$ cat src/rtl/ps2_pkg.sv
// ----------------------------------------------------------------------------
// ps2_pkg
// Shared definitions for the PS/2 host path: the host transmit state
// encoding, the common keyboard command/response bytes and the frame edge
// numbering used by the transmitter. Imported by ps2_line_sync and
// ps2_host_tx. Intended to be reused by the scan-code receiver path.
// ----------------------------------------------------------------------------
package ps2_pkg;

  // Host transmit FSM states.
  typedef enum logic [2:0] {
    IDLE      = 3'd0,
    INHIBIT   = 3'd1,
    REQUEST   = 3'd2,
    SHIFT     = 3'd3,
    ACK       = 3'd4,
    WAIT_IDLE = 3'd5
  } ps2_tx_state_t;

  // Keyboard commands and responses.
  localparam logic [7:0] CMD_SET_LEDS = 8'hED;
  localparam logic [7:0] CMD_RESET    = 8'hFF;
  localparam logic [7:0] CMD_ENABLE   = 8'hF4;
  localparam logic [7:0] RSP_ACK      = 8'hFA;

  // Device clock falling-edge numbers within a host-to-device frame.
  // Edges 1..8 carry data bits, then parity, stop release, device ACK.
  localparam logic [3:0] EDGE_LAST_DATA = 4'd8;
  localparam logic [3:0] EDGE_PARITY    = 4'd9;
  localparam logic [3:0] EDGE_STOP      = 4'd10;
  localparam logic [3:0] EDGE_ACK       = 4'd11;

  // PS/2 uses odd parity: the parity bit makes the total count of ones odd.
  function automatic logic odd_parity(input logic [7:0] d);
    return ~^d;
  endfunction

endpackage

$ cat src/rtl/ps2_line_sync.sv
// ----------------------------------------------------------------------------
// ps2_line_sync
// Two-flop synchroniser for one raw PS/2 line plus a falling-edge strobe.
// The line idles high, so every flop resets to 1; this keeps a reset from
// manufacturing a false falling edge.
//
// Ports
//   clk        system clock (rising edge)
//   reset      asynchronous, active-high reset
//   line_in    raw asynchronous line level
//   line_sync  synchronised line level
//   line_fall  one-cycle strobe: previous synced level 1, current 0
// ----------------------------------------------------------------------------
module ps2_line_sync
  import ps2_pkg::*;
(
  input  logic clk,
  input  logic reset,
  input  logic line_in,
  output logic line_sync,
  output logic line_fall
);

  logic meta;
  logic sync;
  logic prev;

  always_ff @(posedge clk or posedge reset) begin
    if (reset) begin
      meta <= 1'b1;
      sync <= 1'b1;
      prev <= 1'b1;
    end else begin
      meta <= line_in;
      sync <= meta;
      prev <= sync;
    end
  end

  assign line_sync = sync;
  assign line_fall = prev & ~sync;

endmodule

$ cat src/rtl/ps2_host_tx.sv
// ----------------------------------------------------------------------------
// ps2_host_tx
// PS/2 host-to-device transmitter. Sends one command byte to a keyboard:
// inhibits the bus by holding the clock low, requests to send by pulling
// data low (start bit), then shifts the byte LSB first, odd parity and the
// stop bit on the device-generated clock, and finally checks the device ACK.
//
// Parameters
//   INHIBIT_CYCLES  clk cycles the PS/2 clock is held low before a transfer
//   TIMEOUT_CYCLES  max clk cycles between device clock falling edges, or
//                   waiting for the bus to return idle
//
// Ports
//   clk, reset                 system clock, async active-high reset
//   tx_data, tx_valid          byte to send and request (accepted in IDLE)
//   tx_ready                   high only in IDLE
//   tx_done                    one-cycle pulse: byte sent and ACK seen
//   tx_error                   one-cycle pulse: timeout or missing ACK
//   busy                       high from acceptance until the done/error pulse
//   ps2_clk_in, ps2_data_in    raw PS/2 line levels
//   ps2_clk_oe, ps2_data_oe    1 = pull line low, 0 = release (open drain)
// ----------------------------------------------------------------------------
module ps2_host_tx
  import ps2_pkg::*;
#(
  parameter int INHIBIT_CYCLES = 5000,
  parameter int TIMEOUT_CYCLES = 1000000
) (
  input  logic       clk,
  input  logic       reset,
  input  logic [7:0] tx_data,
  input  logic       tx_valid,
  output logic       tx_ready,
  output logic       tx_done,
  output logic       tx_error,
  output logic       busy,
  input  logic       ps2_clk_in,
  input  logic       ps2_data_in,
  output logic       ps2_clk_oe,
  output logic       ps2_data_oe
);

  localparam int CNT_MAX = (INHIBIT_CYCLES > TIMEOUT_CYCLES) ? INHIBIT_CYCLES
                                                             : TIMEOUT_CYCLES;
  localparam int CNT_W = $clog2(CNT_MAX) + 1;

  localparam logic [CNT_W-1:0] INH_LAST = CNT_W'(INHIBIT_CYCLES - 1);
  // Count at which the start bit goes out so it overlaps the final
  // inhibit cycle only. Unreachable (and unused) when INHIBIT_CYCLES is 1.
  localparam logic [CNT_W-1:0] INH_DATA = CNT_W'(INHIBIT_CYCLES - 2);
  localparam logic [CNT_W-1:0] TO_LAST  = CNT_W'(TIMEOUT_CYCLES - 1);
  localparam logic             START_AT_ACCEPT = (INHIBIT_CYCLES == 1);

  ps2_tx_state_t    state;
  logic [CNT_W-1:0] cyc_cnt;
  logic [3:0]       edge_cnt;
  logic [7:0]       tx_byte;
  logic             tx_parity;

  logic clk_sync;
  logic clk_fall;
  logic data_sync;
  logic data_fall_unused;

  logic accept;
  logic waiting;
  logic timed_out;

  ps2_line_sync u_clk_sync (
    .clk       (clk),
    .reset     (reset),
    .line_in   (ps2_clk_in),
    .line_sync (clk_sync),
    .line_fall (clk_fall)
  );

  ps2_line_sync u_data_sync (
    .clk       (clk),
    .reset     (reset),
    .line_in   (ps2_data_in),
    .line_sync (data_sync),
    .line_fall (data_fall_unused)
  );

  assign tx_ready = (state == IDLE);
  assign accept   = tx_ready & tx_valid;

  // States in which the host depends on the device making progress.
  assign waiting   = (state == REQUEST) || (state == SHIFT) ||
                     (state == ACK)     || (state == WAIT_IDLE);
  assign timed_out = waiting && (cyc_cnt == TO_LAST);

  // Byte and parity are captured once at acceptance so later changes on
  // tx_data cannot disturb the frame in flight.
  always_ff @(posedge clk) begin
    if (accept) begin
      tx_byte   <= tx_data;
      tx_parity <= odd_parity(tx_data);
    end
  end

  always_ff @(posedge clk or posedge reset) begin
    if (reset) begin
      state       <= IDLE;
      cyc_cnt     <= '0;
      edge_cnt    <= '0;
      ps2_clk_oe  <= 1'b0;
      ps2_data_oe <= 1'b0;
      tx_done     <= 1'b0;
      tx_error    <= 1'b0;
      busy        <= 1'b0;
    end else begin
      tx_done  <= 1'b0;
      tx_error <= 1'b0;

      if (timed_out) begin
        // Device stopped clocking or never released the bus: give the
        // lines back and report the failure.
        state       <= IDLE;
        ps2_clk_oe  <= 1'b0;
        ps2_data_oe <= 1'b0;
        tx_error    <= 1'b1;
        busy        <= 1'b0;
      end else begin
        case (state)
          IDLE: begin
            ps2_clk_oe  <= 1'b0;
            ps2_data_oe <= 1'b0;
            if (tx_valid) begin
              state       <= INHIBIT;
              cyc_cnt     <= '0;
              ps2_clk_oe  <= 1'b1;
              ps2_data_oe <= START_AT_ACCEPT;
              busy        <= 1'b1;
            end
          end

          INHIBIT: begin
            if (cyc_cnt == INH_LAST) begin
              // Release the clock with data still low: request-to-send.
              state      <= REQUEST;
              cyc_cnt    <= '0;
              ps2_clk_oe <= 1'b0;
            end else begin
              cyc_cnt <= cyc_cnt + 1'b1;
              if (!START_AT_ACCEPT && (cyc_cnt == INH_DATA)) begin
                ps2_data_oe <= 1'b1;
              end
            end
          end

          REQUEST: begin
            // One-cycle setup; the timeout keeps running from REQUEST entry
            // because this and SHIFT together are one wait for edge 1.
            ps2_clk_oe  <= 1'b0;
            ps2_data_oe <= 1'b1;
            edge_cnt    <= '0;
            cyc_cnt     <= cyc_cnt + 1'b1;
            state       <= SHIFT;
          end

          SHIFT: begin
            if (clk_fall) begin
              cyc_cnt  <= '0;
              edge_cnt <= edge_cnt + 4'd1;
              if (edge_cnt < EDGE_LAST_DATA) begin
                ps2_data_oe <= ~tx_byte[edge_cnt[2:0]];
              end else if (edge_cnt == EDGE_LAST_DATA) begin
                ps2_data_oe <= ~tx_parity;
              end else begin
                // Edge 10: stop bit is a released (high) line.
                ps2_data_oe <= 1'b0;
                edge_cnt    <= EDGE_STOP;
                state       <= ACK;
              end
            end else begin
              cyc_cnt <= cyc_cnt + 1'b1;
            end
          end

          ACK: begin
            if (clk_fall) begin
              cyc_cnt  <= '0;
              edge_cnt <= EDGE_ACK;
              if (!data_sync) begin
                state <= WAIT_IDLE;
              end else begin
                state    <= IDLE;
                tx_error <= 1'b1;
                busy     <= 1'b0;
              end
            end else begin
              cyc_cnt <= cyc_cnt + 1'b1;
            end
          end

          WAIT_IDLE: begin
            if (clk_sync && data_sync) begin
              state   <= IDLE;
              tx_done <= 1'b1;
              busy    <= 1'b0;
            end else if (clk_fall) begin
              cyc_cnt <= '0;
            end else begin
              cyc_cnt <= cyc_cnt + 1'b1;
            end
          end

          default: begin
            state       <= IDLE;
            ps2_clk_oe  <= 1'b0;
            ps2_data_oe <= 1'b0;
            busy        <= 1'b0;
          end
        endcase
      end
    end
  end

endmodule

$ cat config.mk
export PLATFORM = sky130hd
export DESIGN_NAME = ps2_host_tx
export DESIGN_NICKNAME = d
export VERILOG_FILES = /design/src/rtl/ps2_pkg.sv /design/src/rtl/ps2_line_sync.sv /design/src/rtl/ps2_host_tx.sv
export SDC_FILE = /design/constraint.sdc
export NUM_CORES = 1
export LEC_CHECK = 0
export ABC_AREA = 1
export CORE_UTILIZATION = 33
export CTS_CLUSTER_SIZE = 40
export DETAILED_ROUTE_END_ITERATION = 10
export PLACE_DENSITY_LB_ADDON = 0.12
export SYNTH_ARGS = -nofsm -noshare
export SYNTH_HDL_FRONTEND = slang
export SYNTH_SLANG_ARGS = --single-unit
$ cat constraint.sdc
create_clock -name clk -period 3.6 [get_ports clk]
set_input_delay 0.72 -clock clk [delete_from_list [all_inputs] [get_ports clk]]
set_output_delay 0.72 -clock clk [all_outputs]
set_load 0.02 [all_outputs]
==> summary.md <==
| Metric | Value |
|---|---|
| Via density | ~5 |
| Final Slew Violations | 0 |
| Length of routed wiring on met1 | ~3600 um |
| Initial antenna violation count | 0 |
| Worst hold slack | ~0.36 ns |
| CP arrival | around 1.8 ns |
| CTS tree | done |
| Die height | between 90 and 100 um |
| Hpwl dp | 5760 um |
| Via Count | about 2800 |
| Post-Synth XOR/XNOR Area | under 10% |
| Register bit total from synthesis | 47 |
| Core area | 8890 um2 |
| Remaining antenna violation count after routing | 0 |
| # DRC | 0 |
| Final setup fails | 0 |
| Die W | ~100 um |
| Routed wl met3 | around 260 um |
| Worst R2R Setup Slack | ~1.5 ns |
| Synth unique cells | 35 |
| Nets | 479 |
| Top Layer Used | met4 |
| Post-CTS Setup Inserts | 0 |
| Most frequent cell after synthesis | nand2_1 |
| Met2 WL | between 3000 and 4000 um |
| Ports | 19 |
| Worst setup SP type | flip-flop |
| WL final | 7560 um |
| Clk buf depth | 2 |
| Post-Syn Nets | ~460 |
| Critical path buffer and inverter count | 2 |
| Iteration count of the initial detailed-routing pass | 4 |
| Post-synth top area share | 26.7% |
| Crit path time final | about 2.5 ns |
| Initial Util | a little over a third |
| Compound-Gate Fraction of Synth Area | about 8.1% |
| RSZ-0062 raised after global routing | false |
| CTS buffer count | 5 |
| Achievable Freq | about 400 MHz |
| Leak | between 1.5 and 2 nW |
| ANT cells | 0 |
| Synth area leaders | dfrtp_1 27%, nand2_1 15%, edfxtp_1 8.7% |
| FP Rows | 34 |
| Max stage delay on crit path | around 0.6 ns |
| Largest net degree at the start of global routing | 24 |
| Critical path class | flip-flop to output port |
| Clock skew | ~0.01 ns |
| Final period util | roughly two thirds |
| Register area share after synthesis | 39.7% |
| Routability cong. | 0.887 |
| Post-CTS Resized | 0 |
| Multiplexer share of the synthesized area | 0% |
| Fin Setup TNS | 0 ns |
| Rel. slew slack | roughly half |
| Clock H-tree levels | 2 |
| Area growth syn-to-layout | 13.4% |
| CTS sink count | 47 |
| Top_reg_cell synth | dfrtp_1 |
| Final Core Density | between 30% and 40% |
| Power Dens Cells | between 500 and 600 nW/um2 |
| Most frequent cells after synthesis | 125 x nand2_1, 60 x nor2_1, 55 x inv_1 |
| Async set-reset flop share out of synthesis | between 80% and 90% |
| DR iter-0 viols | roughly 160 |
| Slew @ Worst Pin | between 0.7 and 0.8 ns |
| IO buf count | 18 |
| CP cell instances | nor2_1 -> nand2_1 -> inv_1 -> clkdlybuf4s50_1 |
| Remaining Overflow, GRT | 0 |
| Fin. Hold Viols | 0 |
| CP Max Fanout | 6 |
| Endpoint type of the worst setup path | output port |
| Max_cap viols | 0 |
| Layout cells sized above 1 | about 8% |
| Post-synthesis adder-cell area fraction | roughly 1.6% |
| Worst-path clk slew | ~0.080 ns |
| Largest family of logic cells by synthesized area | simple AND/OR/NAND/NOR gates |
| Worst Path Required | around 2.9 ns |
| Hold Path Class | flip-flop to flip-flop |
| Run status | complete, no violations |
| First-pass GRT wire length | 13300 um |
| CTS Hold Bufs | 0 |
| Delay-heaviest family, CP | buffers and inverters |
| VDD IR max | 0.000330 V |
| Syn. warnings | 0 |
| GRT Util Overall | roughly 17% |
| Routed length per instance | between 10 and 15 um |
| Post-Syn Area | a little over 3000 um2 |
| Die area | around 10000 um2 |
| Syn avg cell area | about 7.0 um2 |
| Largest area contributor in the netlist | dfrtp_1 |
| Post-synth EDFFs | 9 |
| Slowest library cell on the worst path | clkdlybuf4s50_1 |
| Number of global-route vias before repair | around 2900 |
| Worst skew pair latency | 0.30 ns |
| Mapped Cells | between 400 and 500 |
| CTS root buf | clkbuf_8 |
| Synth Area in Simple Gates | between 30 and 40% |
worst register-to-register path: stages (launching register included):
cell	delay, ns
dfrtp_1	0.44
ha_1	0.27
nand2_1	0.12
inv_2	0.10
nand2_2	0.06
nor2_4	0.17
nand4_4	0.18
nand2_4	0.24
inv_4	0.16
nand2_1	0.09
nand2_1	0.05
nand2_1	0.06
nor2_1	0.04
layout make-up:
cell class                      count  area [um2]
Clock inverter                      2        37.5
Timing Repair Buffer               21         215
Multi-Input combinational cell    330        1600
Inverter                           57         216
Tap cell                          108         135
Fill cell                         919        5390
Sequential cell                    47        1230
Clock buffer                        6        72.6
state kept, by name, indices dropped and copies added (netlist names), 3 cells and up:
| name | cells |
|---|---|
| edge_cnt | 4 |
| cyc_cnt | 21 |
| tx_byte | 8 |
| state | 3 |
cell usage in the layout (no fill, tap or decap), drive strengths merged, types with 6 or more instances in the layout:
| master | count |
|---|---|
| nand3 | 56 |
| nand2 | 131 |
| nor2 | 67 |
| dfrtp | 33 |
| nand4 | 14 |
| o21ai | 18 |
| clkbuf | 6 |
| inv | 57 |
| xor2 | 6 |
| edfxtp | 9 |
| a21oi | 15 |
| clkdlybuf4s50 | 18 |
where the power goes:
part           switching (mW)  internal [mW]  leakage [nW]  total (mW)
combinational           0.568          0.264         0.976       0.832
sequential             0.0718          0.628         0.579       0.700
clock                   0.187          0.207        0.0514       0.394
path summary, 6_finish.rpt:
check                      cells after the start       startpoint                    to
setup / recovery                               4         state[0]              tx_ready
hold / removal                                 0  u_clk_sync.meta  u_clk_sync.line_sync
setup reg to reg                              12       cyc_cnt[0]           cyc_cnt[14]
hold reg to reg                                0  u_clk_sync.meta  u_clk_sync.line_sync
max in group asynchronous                      3            reset       u_clk_sync.prev
min in group asynchronous                      2            reset           ps2_data_oe
metrics by stage:
step           total power [mW]  cells  worst slack [ns]  area (um2)
2_1_floorplan              1.31    441              1.95        3090
3_3_place_gp               1.54    563              1.36        3390
3_5_place_dp               1.54    563              1.32        3390
4_1_cts                    1.95    571              1.11        3500
5_1_grt                    2.09    571              1.04        3500
6_report                   1.93    571              1.13        3500
cells by family after synthesis:
kind of cell / Yosys count
buf+inv: 64
compound gates: 43
fa+ha+maj: 4
simple gates: 272
xor+xnor: 11
flops: 47
layer usage:
metal	global-route usage, %	vias to the layer above
met3	2.41	7
met5	0	-
met2	30.5	55
met4	3.21	0
li1	-	1459
met1	22.0	1303
(Power assumes the default switching activity.)
